## src/rtl/instr_fetch_pkg.sv

```systemverilog
// rtl/instr_fetch_pkg.sv - shared WISC opcode and fetch constants
//
// Purpose: opcode values used by the front end, fetch defaults and the
//          fetch FSM state type.
// Ports:   none (package).
package instr_fetch_pkg;

  localparam int          INSTR_W        = 16;
  localparam logic [3:0]  OP_HLT         = 4'hF;
  localparam logic [15:0] FETCH_RESET_PC = 16'h0000;

  typedef enum logic {
    ST_RUN    = 1'b0,
    ST_HALTED = 1'b1
  } fetch_state_e;

  function automatic logic is_hlt_word(input logic [INSTR_W-1:0] word);
    return word[15:12] == OP_HLT;
  endfunction

endpackage

```

## src/rtl/fetch_queue.sv

```systemverilog
// rtl/fetch_queue.sv - in-order prefetch FIFO with synchronous flush
//
// Purpose: DEPTH x WIDTH synchronous FIFO; head entry is presented
//          combinationally and reads as zero when empty.
// Ports:   clk, rst (sync, active-high), flush, push/push_data,
//          pop/pop_data, full, empty, count.
module fetch_queue #(
  parameter int DEPTH = 2,
  parameter int WIDTH = 32
) (
  input  logic                         clk,
  input  logic                         rst,
  input  logic                         flush,
  input  logic                         push,
  input  logic [WIDTH-1:0]             push_data,
  input  logic                         pop,
  output logic [WIDTH-1:0]             pop_data,
  output logic                         full,
  output logic                         empty,
  output logic [$clog2(DEPTH+1)-1:0]   count
);

  localparam int PTR_W = $clog2(DEPTH);
  localparam int CNT_W = $clog2(DEPTH + 1);

  logic [WIDTH-1:0] mem [DEPTH];
  logic [PTR_W-1:0] wr_ptr;
  logic [PTR_W-1:0] rd_ptr;
  logic             push_ok;
  logic             pop_ok;

  assign empty    = (count == '0);
  assign full     = (count == CNT_W'(DEPTH));
  assign push_ok  = push && !full;
  assign pop_ok   = pop && !empty;
  assign pop_data = empty ? '0 : mem[rd_ptr];

  // DEPTH is a power of two, so the pointers wrap naturally.
  always_ff @(posedge clk) begin
    if (rst || flush) begin
      wr_ptr <= '0;
      rd_ptr <= '0;
      count  <= '0;
    end else begin
      if (push_ok) wr_ptr <= wr_ptr + PTR_W'(1);
      if (pop_ok)  rd_ptr <= rd_ptr + PTR_W'(1);
      case ({push_ok, pop_ok})
        2'b10:   count <= count + CNT_W'(1);
        2'b01:   count <= count - CNT_W'(1);
        default: count <= count;
      endcase
    end
  end

  always_ff @(posedge clk) begin
    if (push_ok) mem[wr_ptr] <= push_data;
  end

endmodule

```

## src/rtl/instr_fetch.sv

```systemverilog
// rtl/instr_fetch.sv - WISC instruction fetch front end
//
// Purpose: issues word-addressed reads (one outstanding), buffers returned
//          words in a prefetch queue, hands them to decode over valid/ready,
//          handles redirects and a permanent halt.
// Ports:   clk, rst (sync, active-high);
//          imem_req/imem_addr, imem_rvalid/imem_rdata  - instruction memory;
//          instr/instr_pc/instr_valid/instr_ready      - decode handshake;
//          redirect/redirect_pc, hlt, halted            - control.
// Config:  FETCH_HLT_DETECT_EN - stop prefetching after a returned HLT word
//          until the next redirect or reset.
module instr_fetch
  import instr_fetch_pkg::*;
#(
  parameter int                ADDR_W    = 16,
  parameter logic [ADDR_W-1:0] RESET_PC  = ADDR_W'(FETCH_RESET_PC),
  parameter int                BUF_DEPTH = 2
) (
  input  logic               clk,
  input  logic               rst,
  output logic               imem_req,
  output logic [ADDR_W-1:0]  imem_addr,
  input  logic               imem_rvalid,
  input  logic [15:0]        imem_rdata,
  output logic [15:0]        instr,
  output logic [ADDR_W-1:0]  instr_pc,
  output logic               instr_valid,
  input  logic               instr_ready,
  input  logic               redirect,
  input  logic [ADDR_W-1:0]  redirect_pc,
  input  logic               hlt,
  output logic               halted
);

  localparam int CNT_W = $clog2(BUF_DEPTH + 1);
  localparam int ENT_W = 16 + ADDR_W;

  fetch_state_e      state, state_next;
  logic [ADDR_W-1:0] fetch_pc;
  logic [ADDR_W-1:0] req_pc;
  logic              outstanding;
  logic              discard;
  logic              stall;

  logic              q_flush, q_push, q_pop, q_full, q_empty;
  logic [CNT_W-1:0]  q_count;
  logic [ENT_W-1:0]  q_head;

  fetch_queue #(
    .DEPTH (BUF_DEPTH),
    .WIDTH (ENT_W)
  ) u_queue (
    .clk       (clk),
    .rst       (rst),
    .flush     (q_flush),
    .push      (q_push),
    .push_data ({imem_rdata, req_pc}),
    .pop       (q_pop),
    .pop_data  (q_head),
    .full      (q_full),
    .empty     (q_empty),
    .count     (q_count)
  );

  // Head entry is registered data; a returned word becomes visible the
  // cycle after imem_rvalid, never in the same cycle.
  assign {instr, instr_pc} = q_head;
  assign instr_valid       = !q_empty;
  assign halted            = (state == ST_HALTED);

  always_ff @(posedge clk) begin
    if (rst) state <= ST_RUN;
    else     state <= state_next;
  end

  always_comb begin
    state_next = state;
    imem_req   = 1'b0;
    imem_addr  = '0;
    q_flush    = 1'b0;
    q_push     = 1'b0;
    q_pop      = 1'b0;
    case (state)
      ST_RUN: begin
        if (hlt) begin
          state_next = ST_HALTED;
          q_flush    = 1'b1;
        end else if (redirect) begin
          q_flush = 1'b1;
        end else begin
          imem_req = !outstanding && (q_count < CNT_W'(BUF_DEPTH)) && !stall;
          q_push   = imem_rvalid && outstanding && !discard && !q_full;
          q_pop    = instr_valid && instr_ready;
        end
      end
      default: ;
    endcase
    // Memory shares rst; keep the request strobe quiet while it is held.
    if (rst) imem_req = 1'b0;
    if (imem_req) imem_addr = fetch_pc;
  end

  always_ff @(posedge clk) begin
    if (rst) begin
      fetch_pc    <= RESET_PC;
      req_pc      <= '0;
      outstanding <= 1'b0;
      discard     <= 1'b0;
    end else begin
      if (imem_rvalid) outstanding <= 1'b0;
      if (state == ST_RUN) begin
        if (hlt || redirect) begin
          // A response already in flight belongs to the old stream; drop it
          // when it lands. One landing this cycle is simply not pushed.
          discard <= outstanding && !imem_rvalid;
          if (!hlt) fetch_pc <= redirect_pc;
        end else begin
          if (imem_rvalid && discard) discard <= 1'b0;
          if (imem_req) begin
            outstanding <= 1'b1;
            req_pc      <= fetch_pc;
            fetch_pc    <= fetch_pc + ADDR_W'(1);
          end
        end
      end
    end
  end

`ifdef FETCH_HLT_DETECT_EN
  // The HLT word itself is still queued; only further prefetch is held off.
  always_ff @(posedge clk) begin
    if (rst) begin
      stall <= 1'b0;
    end else if (state == ST_RUN && !hlt && redirect) begin
      stall <= 1'b0;
    end else if (q_push && is_hlt_word(imem_rdata)) begin
      stall <= 1'b1;
    end
  end
`else
  assign stall = 1'b0;
`endif

endmodule

```

## config.mk

```make
export PLATFORM = sky130hd
export DESIGN_NAME = instr_fetch
export DESIGN_NICKNAME = d
export VERILOG_FILES = /design/src/rtl/instr_fetch_pkg.sv /design/src/rtl/fetch_queue.sv /design/src/rtl/instr_fetch.sv
export SDC_FILE = /design/constraint.sdc
export NUM_CORES = 1
export LEC_CHECK = 0
export BUFFER_PORTS_ARGS = -buffer_cell sky130_fd_sc_hd__buf_2
export CAP_MARGIN = 20
export CORE_MARGIN = 2
export CORE_UTILIZATION = 25
export DETAILED_ROUTE_END_ITERATION = 8
export GPL_ROUTABILITY_DRIVEN = 0
export SLEW_MARGIN = 20
export SYNTH_ARGS = -nofsm -noshare
export SYNTH_HDL_FRONTEND = slang
export SYNTH_SLANG_ARGS = --single-unit
export TNS_END_PERCENT = 10
```

## constraint.sdc

```tcl
create_clock -name clk -period 4.2 [get_ports clk]
set_input_delay 0.42 -clock clk [delete_from_list [all_inputs] [get_ports clk]]
set_output_delay 0.42 -clock clk [all_outputs]
set_load 0.005 [all_outputs]
```

# [Word level (Yosys, flattened, before mapping)]
# Memories as Yosys holds them, arrays and structs flattened. A register that Yosys moved wholly into a read port is not among the register bits.
# Cells that the tools add are included.
[totals] mem_count=1 elab_cells=75 input_bits=38 ff_bits=39 mem_bits_rw=64
[memory_table] name="u_queue.mem" depth=2 word_bits=32 read_ports=1 rd_ports_with_merged_regs=1 wr=1 line_no="fetch_queue.sv:26" rtl="logic [WIDTH-1:0] mem [DEPTH];"
[op_classes] eq_ne=4 n_bitwise=2 n_lt_le_gt_ge=1 add_sub_neg=5 muxes=31 n_reduce_logical=23
[op_table] operator="2-to-1 mux 16 bit" count=4
[op_table] operator="2-to-1 mux 32 bit" count=1
[op_table] operator="2-to-1 mux 1 bit" count=25
[op_table] operator="adder 16 x 1 -> 16 bit, second input constant" count=1
[op_table] operator="logical AND 1 bit" count=9
[op_table] operator="AND reduction 3 bit" count=2
[op_table] operator="nonzero test 2 bit" count=3
[op_table] operator="logical NOT 1 bit" count=5
[op_table] operator="equality test 2 bit, second input constant" count=2
[op_table] operator="case mux 2 bit (2 select lines)" count=1
[op_table] operator="adder 1 bit, second input constant" count=2
[op_table] operator="adder 2 x 1 -> 2 bit, second input constant" count=1
[op_table] operator="equality test 2 x 1 -> 1 bit, second input constant" count=1
[op_table] operator="logical NOT 2 bit" count=1
[op_table] operator="logical OR 1 bit" count=2
[op_table] operator="less-than comparator 2 bit, second input constant" count=1
[op_table] operator="inequality test 2 bit, second input constant" count=1
[op_table] operator="inverter 1 bit" count=2
[op_table] operator="AND reduction 2 bit" count=1
[op_table] operator="subtractor 2 x 1 -> 2 bit, second input constant" count=1

# [Logic depth before layout (Yosys ltp)]
[depth] depth_word=9 ltp_mapped=8 ltp_nobuf=7

# [Cells and area by module]
# Synthesis repeated with hierarchy kept, for this count alone.
[unflattened] hier_cells=401 hier_area_um2=4404.2
[modules_own_cells] mod="fetch_queue" n_inst=1 area_per_inst_um2=2627.5 cells_per_inst=163
[modules_own_cells] mod="instr_fetch" n_inst=1 area_per_inst_um2=1776.7 cells_per_inst=238

# [Worst setup path before layout]
# No wires, ideal clock.
[synth_path] kind="input-to-reg" startpoint="input port redirect" endpoint="memory u_queue.mem[0][0], enable pin" required_ns=3.779 slack_ns=1.170 path_stages=5 t_arrival_ns=2.609 setup_ns=0.421 path_cell_list="or2_1 > buf_2 > nor4b_4 > inv_1 > nor2_1"
[synth_via] elab_chain_len=6
[synth_rtl] element="start: declaration" line_no="instr_fetch.sv:29" rtl="input logic redirect,"
[synth_rtl] element="2-to-1 mux 1 bit" line_no="instr_fetch.sv:88" rtl="end else if (redirect) begin"
[synth_rtl] element="2-to-1 mux 1 bit" line_no="instr_fetch.sv:85" rtl="if (hlt) begin"
[synth_rtl] element="2-to-1 mux 1 bit" line_no="instr_fetch.sv:83" rtl="case (state)"
[synth_rtl] element="logical AND 1 bit" line_no="fetch_queue.sv:34" rtl="assign push_ok = push && !full;"
[synth_rtl] element="2-to-1 mux 1 bit" line_no="fetch_queue.sv:56" rtl="if (push_ok) mem[wr_ptr] <= push_data;"
[synth_rtl] element="2-to-1 mux 1 bit (not written as such)" line_no="fetch_queue.sv:56"
[synth_rtl] element="end: declaration" line_no="fetch_queue.sv:26"
# Every way passes these cells.

# [Worst setup path after layout]
[layout_path] startpoint="register state (netlist: halted)" endpoint="output port imem_addr[2]"
[layout_via] elab_chain_len=3
[layout_rtl] element="start: declaration" line_no="instr_fetch.sv:38" rtl="fetch_state_e state, state_next;"
[layout_rtl] element="start signal: assignment" line_no="instr_fetch.sv:73" rtl="else state <= state_next;"
[layout_rtl] element="2-to-1 mux 1 bit" line_no="instr_fetch.sv:83"
[layout_rtl] element="2-to-1 mux 1 bit" line_no="instr_fetch.sv:99" rtl="if (rst) imem_req = 1'b0;"
[layout_rtl] element="2-to-1 mux 16 bit" line_no="instr_fetch.sv:100" rtl="if (imem_req) imem_addr = fetch_pc;"
[layout_rtl] element="end: declaration" line_no="instr_fetch.sv:22" rtl="output logic [ADDR_W-1:0] imem_addr,"
# Every way passes these cells.

==> impl_metrics.env <==
export IMPL_cp_buffers_inverters=1
export IMPL_clkLatencyLatePin_ns=0.34
export IMPL_clk_pin_slew_ns=0.07
export IMPL_chipHeight_um=138.2
export IMPL_final_min_clock_period_ns=2.566
export IMPL_post_dp_hpwl_um=7388
export IMPL_route_detailed_vias_per_inst=4.655
export IMPL_worst_pin_slew_ns=1.015
export IMPL_worstSetupEndpointType="output pin"
export IMPL_maxClockFrequency_mhz=389.7
export IMPL_run_status="complete, no violations"
export IMPL_crit_path_cell_trace="nor2_2 -> o21a_1 -> and3_2 -> buf_2"
export IMPL_tritoncts_num_buffers=9
export IMPL_timing_hold_violations_final=0
export IMPL_floorplan_initialDensity=0.2525
export IMPL_fill_cells=1833
export IMPL_setup_worst_path_class="reg2out"
export IMPL_track_usage=0.1114
export IMPL_final_layout_size_suffix_gt1_frac=0.2510
export IMPL_max_vdd_ir_drop_mv=0.2003
export IMPL_p_leak_nw=2.011
export IMPL_setup_viol=0
export IMPL_overflow_after_grt=0
export IMPL_ys_seq_area_frac=0.6043
export IMPL_clockBufferDepth=2
export IMPL_antenna_cells=0
export IMPL_area_sequential_um2=2724
export IMPL_min_delay_path_class="in2reg"
export IMPL_post_cts_resized=0
export IMPL_crit_arrival_ns=2.15
export IMPL_maxSlewHeadroom=0.3235
export IMPL_synth_edff_count=64
export IMPL_synth_yosys_warnings=0
export IMPL_crit_path_start="halted$_SDFF_PP0_"
export IMPL_post_route_ant_nets=0
export IMPL_count_of_standard_cell_rows=49
export IMPL_critical_path_max_stage_delay_ns=0.66
export IMPL_cts_hold_repair_buffers=0
export IMPL_holdCritStartpoint="imem_rdata[0]"
export IMPL_io_pin_count=89
export IMPL_cp_data_required_time_ns=3.78
export IMPL_areaGrowthSynthToFinish_pct=21.38
export IMPL_place_ws_ns=1.604
export IMPL_mostFrequentLayoutCells="88 x sky130_fd_sc_hd__buf_2, 64 x sky130_fd_sc_hd__edfxtp_1, 48 x sky130_fd_sc_hd__nand2_1"
export IMPL_instance_count_of_the_mapped_netlist=402
export IMPL_power_density_nw_per_um2=385.8
export IMPL_crit_path_top_delay_cell="sky130_fd_sc_hd__o21a_1"
export IMPL_grt_pass1_vias=3226
export IMPL_yosysTopAreaCellShare=0.4265
export IMPL_crit_path_max_fanout=25
export IMPL_asyncSetResetFlopFracSynth=0
export IMPL_max_cap_violations=0
export IMPL_dr_total_vias=3310
export IMPL_avgRoutedWirePerCell_um=15.00
export IMPL_finalMaxSlewViolations=0
export IMPL_drt_pass1_iter_count=4
export IMPL_grt_max_degree=39
export IMPL_mostFrequentLayoutCell="sky130_fd_sc_hd__buf_2"
export IMPL_cts_tree="yes"
export IMPL_synth_area_per_cell_um2=11.21
export IMPL_reg2reg_from="outstanding$_SDFF_PP0_"
export IMPL_post_synth_num_cell_types=51
export IMPL_synthesis_area_um2=4506
export IMPL_fp_coreArea_um2=17840
export IMPL_finalClockSkew_ns=0.01254
export IMPL_synth_top_flop_cell="sky130_fd_sc_hd__edfxtp_1"
export IMPL_crit_path_start_kind="register"
export IMPL_cell_types_with_the_largest_area_share_after_synthesis="sky130_fd_sc_hd__edfxtp_1 43%, sky130_fd_sc_hd__dfxtp_1 18%, sky130_fd_sc_hd__mux2i_1 7.1%, sky130_fd_sc_hd__nand2_1 4.0%, sky130_fd_sc_hd__nor2_1 3.7%"
export IMPL_cts_setup_buffers=0
export IMPL_syn_nets=442
export IMPL_grt_first_pass_wirelength_um=17050
export IMPL_clk_root_buffer_cell="sky130_fd_sc_hd__clkbuf_16"
export IMPL_drc=0
export IMPL_die_x_um=138.2
export IMPL_die_area_um2=19110
export IMPL_multi_input_comb_area_um2=1632
export IMPL_finalSetupTns_ns=0
export IMPL_rsz_0062_raised_after_global_routing="false"
export IMPL_h_tree_depth=3
export IMPL_drt_iter0_markers=160
export IMPL_place_port_buffers=88
export IMPL_num_nets_final=517
export IMPL_minimum_setup_slack_in_the_final_design_ns=1.634
export IMPL_postRouteWirelength_um=10660
export IMPL_cp_top_family="compound AO/OA/AOI/OAI gates"
export IMPL_flops_latches_synth=104
export IMPL_min_period_over_period=0.6110
export IMPL_antenna_violations_before_repair=0
export IMPL_clock_sinks=104
export IMPL_synth_top_cell_by_area="sky130_fd_sc_hd__edfxtp_1"
-- worst paths after layout --
| check | cells past startpoint | slack [ns] | endpoint |
|---|---|---|---|
| hold reg to reg | 0 | 0.46 | u_queue.mem[1][15]$_DFFE_PP_ |
| setup reg to reg | 4 | 2.07 | u_queue.mem[0][15]$_DFFE_PP_ |
| setup / recovery | 4 | 1.63 | imem_addr[2] |
| hold / removal | 1 | 0.27 | u_queue.mem[0][16]$_DFFE_PP_ |
-- flip-flops by register name (all words and copies together), names as in the netlist, named ones only --
name	cells
discard	1
outstanding	1
fetch_pc	16
u_queue.count	2
req_pc	16
halted	1
u_queue.mem	64
u_queue.wr_ptr	1
u_queue.rd_ptr	1
-- layout make-up --
cell class / count / share of cell area
well taps: 229 / 0.05239
multi-input cells: 264 / 0.2983
inverters: 6 / 0.004118
clock buffers: 12 / 0.05491
repair buffers: 92 / 0.08602
clock inverters: 4 / 0.006177
flip-flops and latches: 104 / 0.4981
-- layer usage --
metal,track usage,share of wire
met1,0.1543,0.48
met2,0.1709,0.46
met3,0.02598,0.048
met4,0.04082,0.014
met5,0,0
-- logic make-up after synthesis --
| logic type | Yosys count | synth area share |
|---|---|---|
| xor+xnor | 4 | 0.007777 |
| compound gates | 75 | 0.1050 |
| buf+inv | 34 | 0.03582 |
| mux | 32 | 0.07109 |
| simple gates | 151 | 0.1705 |
| flops | 104 | 0.6043 |
| fa+ha+maj | 2 | 0.005553 |
-- report_power, final --
part	internal (W)	switching (W)	total (W)	leakage (nW)
sequential	0.00109	0.0000230	0.00111	0.918
combinational	0.0000386	0.0000606	0.0000992	0.926
clock	0.000518	0.000378	0.000896	0.167
total	0.00165	0.000462	0.00211	2.01
-- cell usage after synthesis, types with 2 or more instances --
| cell | n |
|---|---|
| sky130_fd_sc_hd__edfxtp_1 | 64 |
| sky130_fd_sc_hd__nand2_1 | 48 |
| sky130_fd_sc_hd__nor2_1 | 44 |
| sky130_fd_sc_hd__dfxtp_1 | 40 |
| sky130_fd_sc_hd__a21oi_1 | 32 |
| sky130_fd_sc_hd__mux2i_1 | 32 |
| sky130_fd_sc_hd__clkbuf_1 | 16 |
| sky130_fd_sc_hd__and3_1 | 15 |
| sky130_fd_sc_hd__o21ai_0 | 14 |
| sky130_fd_sc_hd__buf_2 | 9 |
| sky130_fd_sc_hd__inv_1 | 6 |
| sky130_fd_sc_hd__nand4_1 | 6 |
| sky130_fd_sc_hd__nor3_1 | 6 |
| sky130_fd_sc_hd__and2_1 | 5 |
| sky130_fd_sc_hd__nand3_1 | 4 |
| sky130_fd_sc_hd__or3_1 | 4 |
| sky130_fd_sc_hd__a211oi_1 | 3 |
| sky130_fd_sc_hd__buf_6 | 3 |
| sky130_fd_sc_hd__nand2b_1 | 3 |
| sky130_fd_sc_hd__o211ai_1 | 3 |
| sky130_fd_sc_hd__o31a_1 | 3 |
| sky130_fd_sc_hd__o32ai_1 | 3 |
| sky130_fd_sc_hd__or4_1 | 3 |
| sky130_fd_sc_hd__xnor2_1 | 3 |
| sky130_fd_sc_hd__a311oi_1 | 2 |
| sky130_fd_sc_hd__a31oi_1 | 2 |
| sky130_fd_sc_hd__and4_1 | 2 |
| sky130_fd_sc_hd__ha_1 | 2 |
| sky130_fd_sc_hd__o2111ai_1 | 2 |
| sky130_fd_sc_hd__o31ai_1 | 2 |
-- stage by stage --
step / power (W) / utilization / cell area, µm² / std cells / hold WS [ns]
2_1_floorplan: 0.001191 / - / 4506 / 402 / 0.4254
3_3_place_gp: 0.001232 / 0.2878 / 5135 / 695 / 0.4353
3_5_place_dp: 0.001236 / 0.2878 / 5135 / 695 / 0.4473
4_1_cts: 0.002138 / 0.3065 / 5469 / 711 / 0.2486
5_1_grt: 0.002196 / 0.3065 / 5469 / 711 / 0.2559
6_report: 0.002110 / 0.3065 / 5469 / 711 / 0.2682
Power figures use the tool's default switching activity.
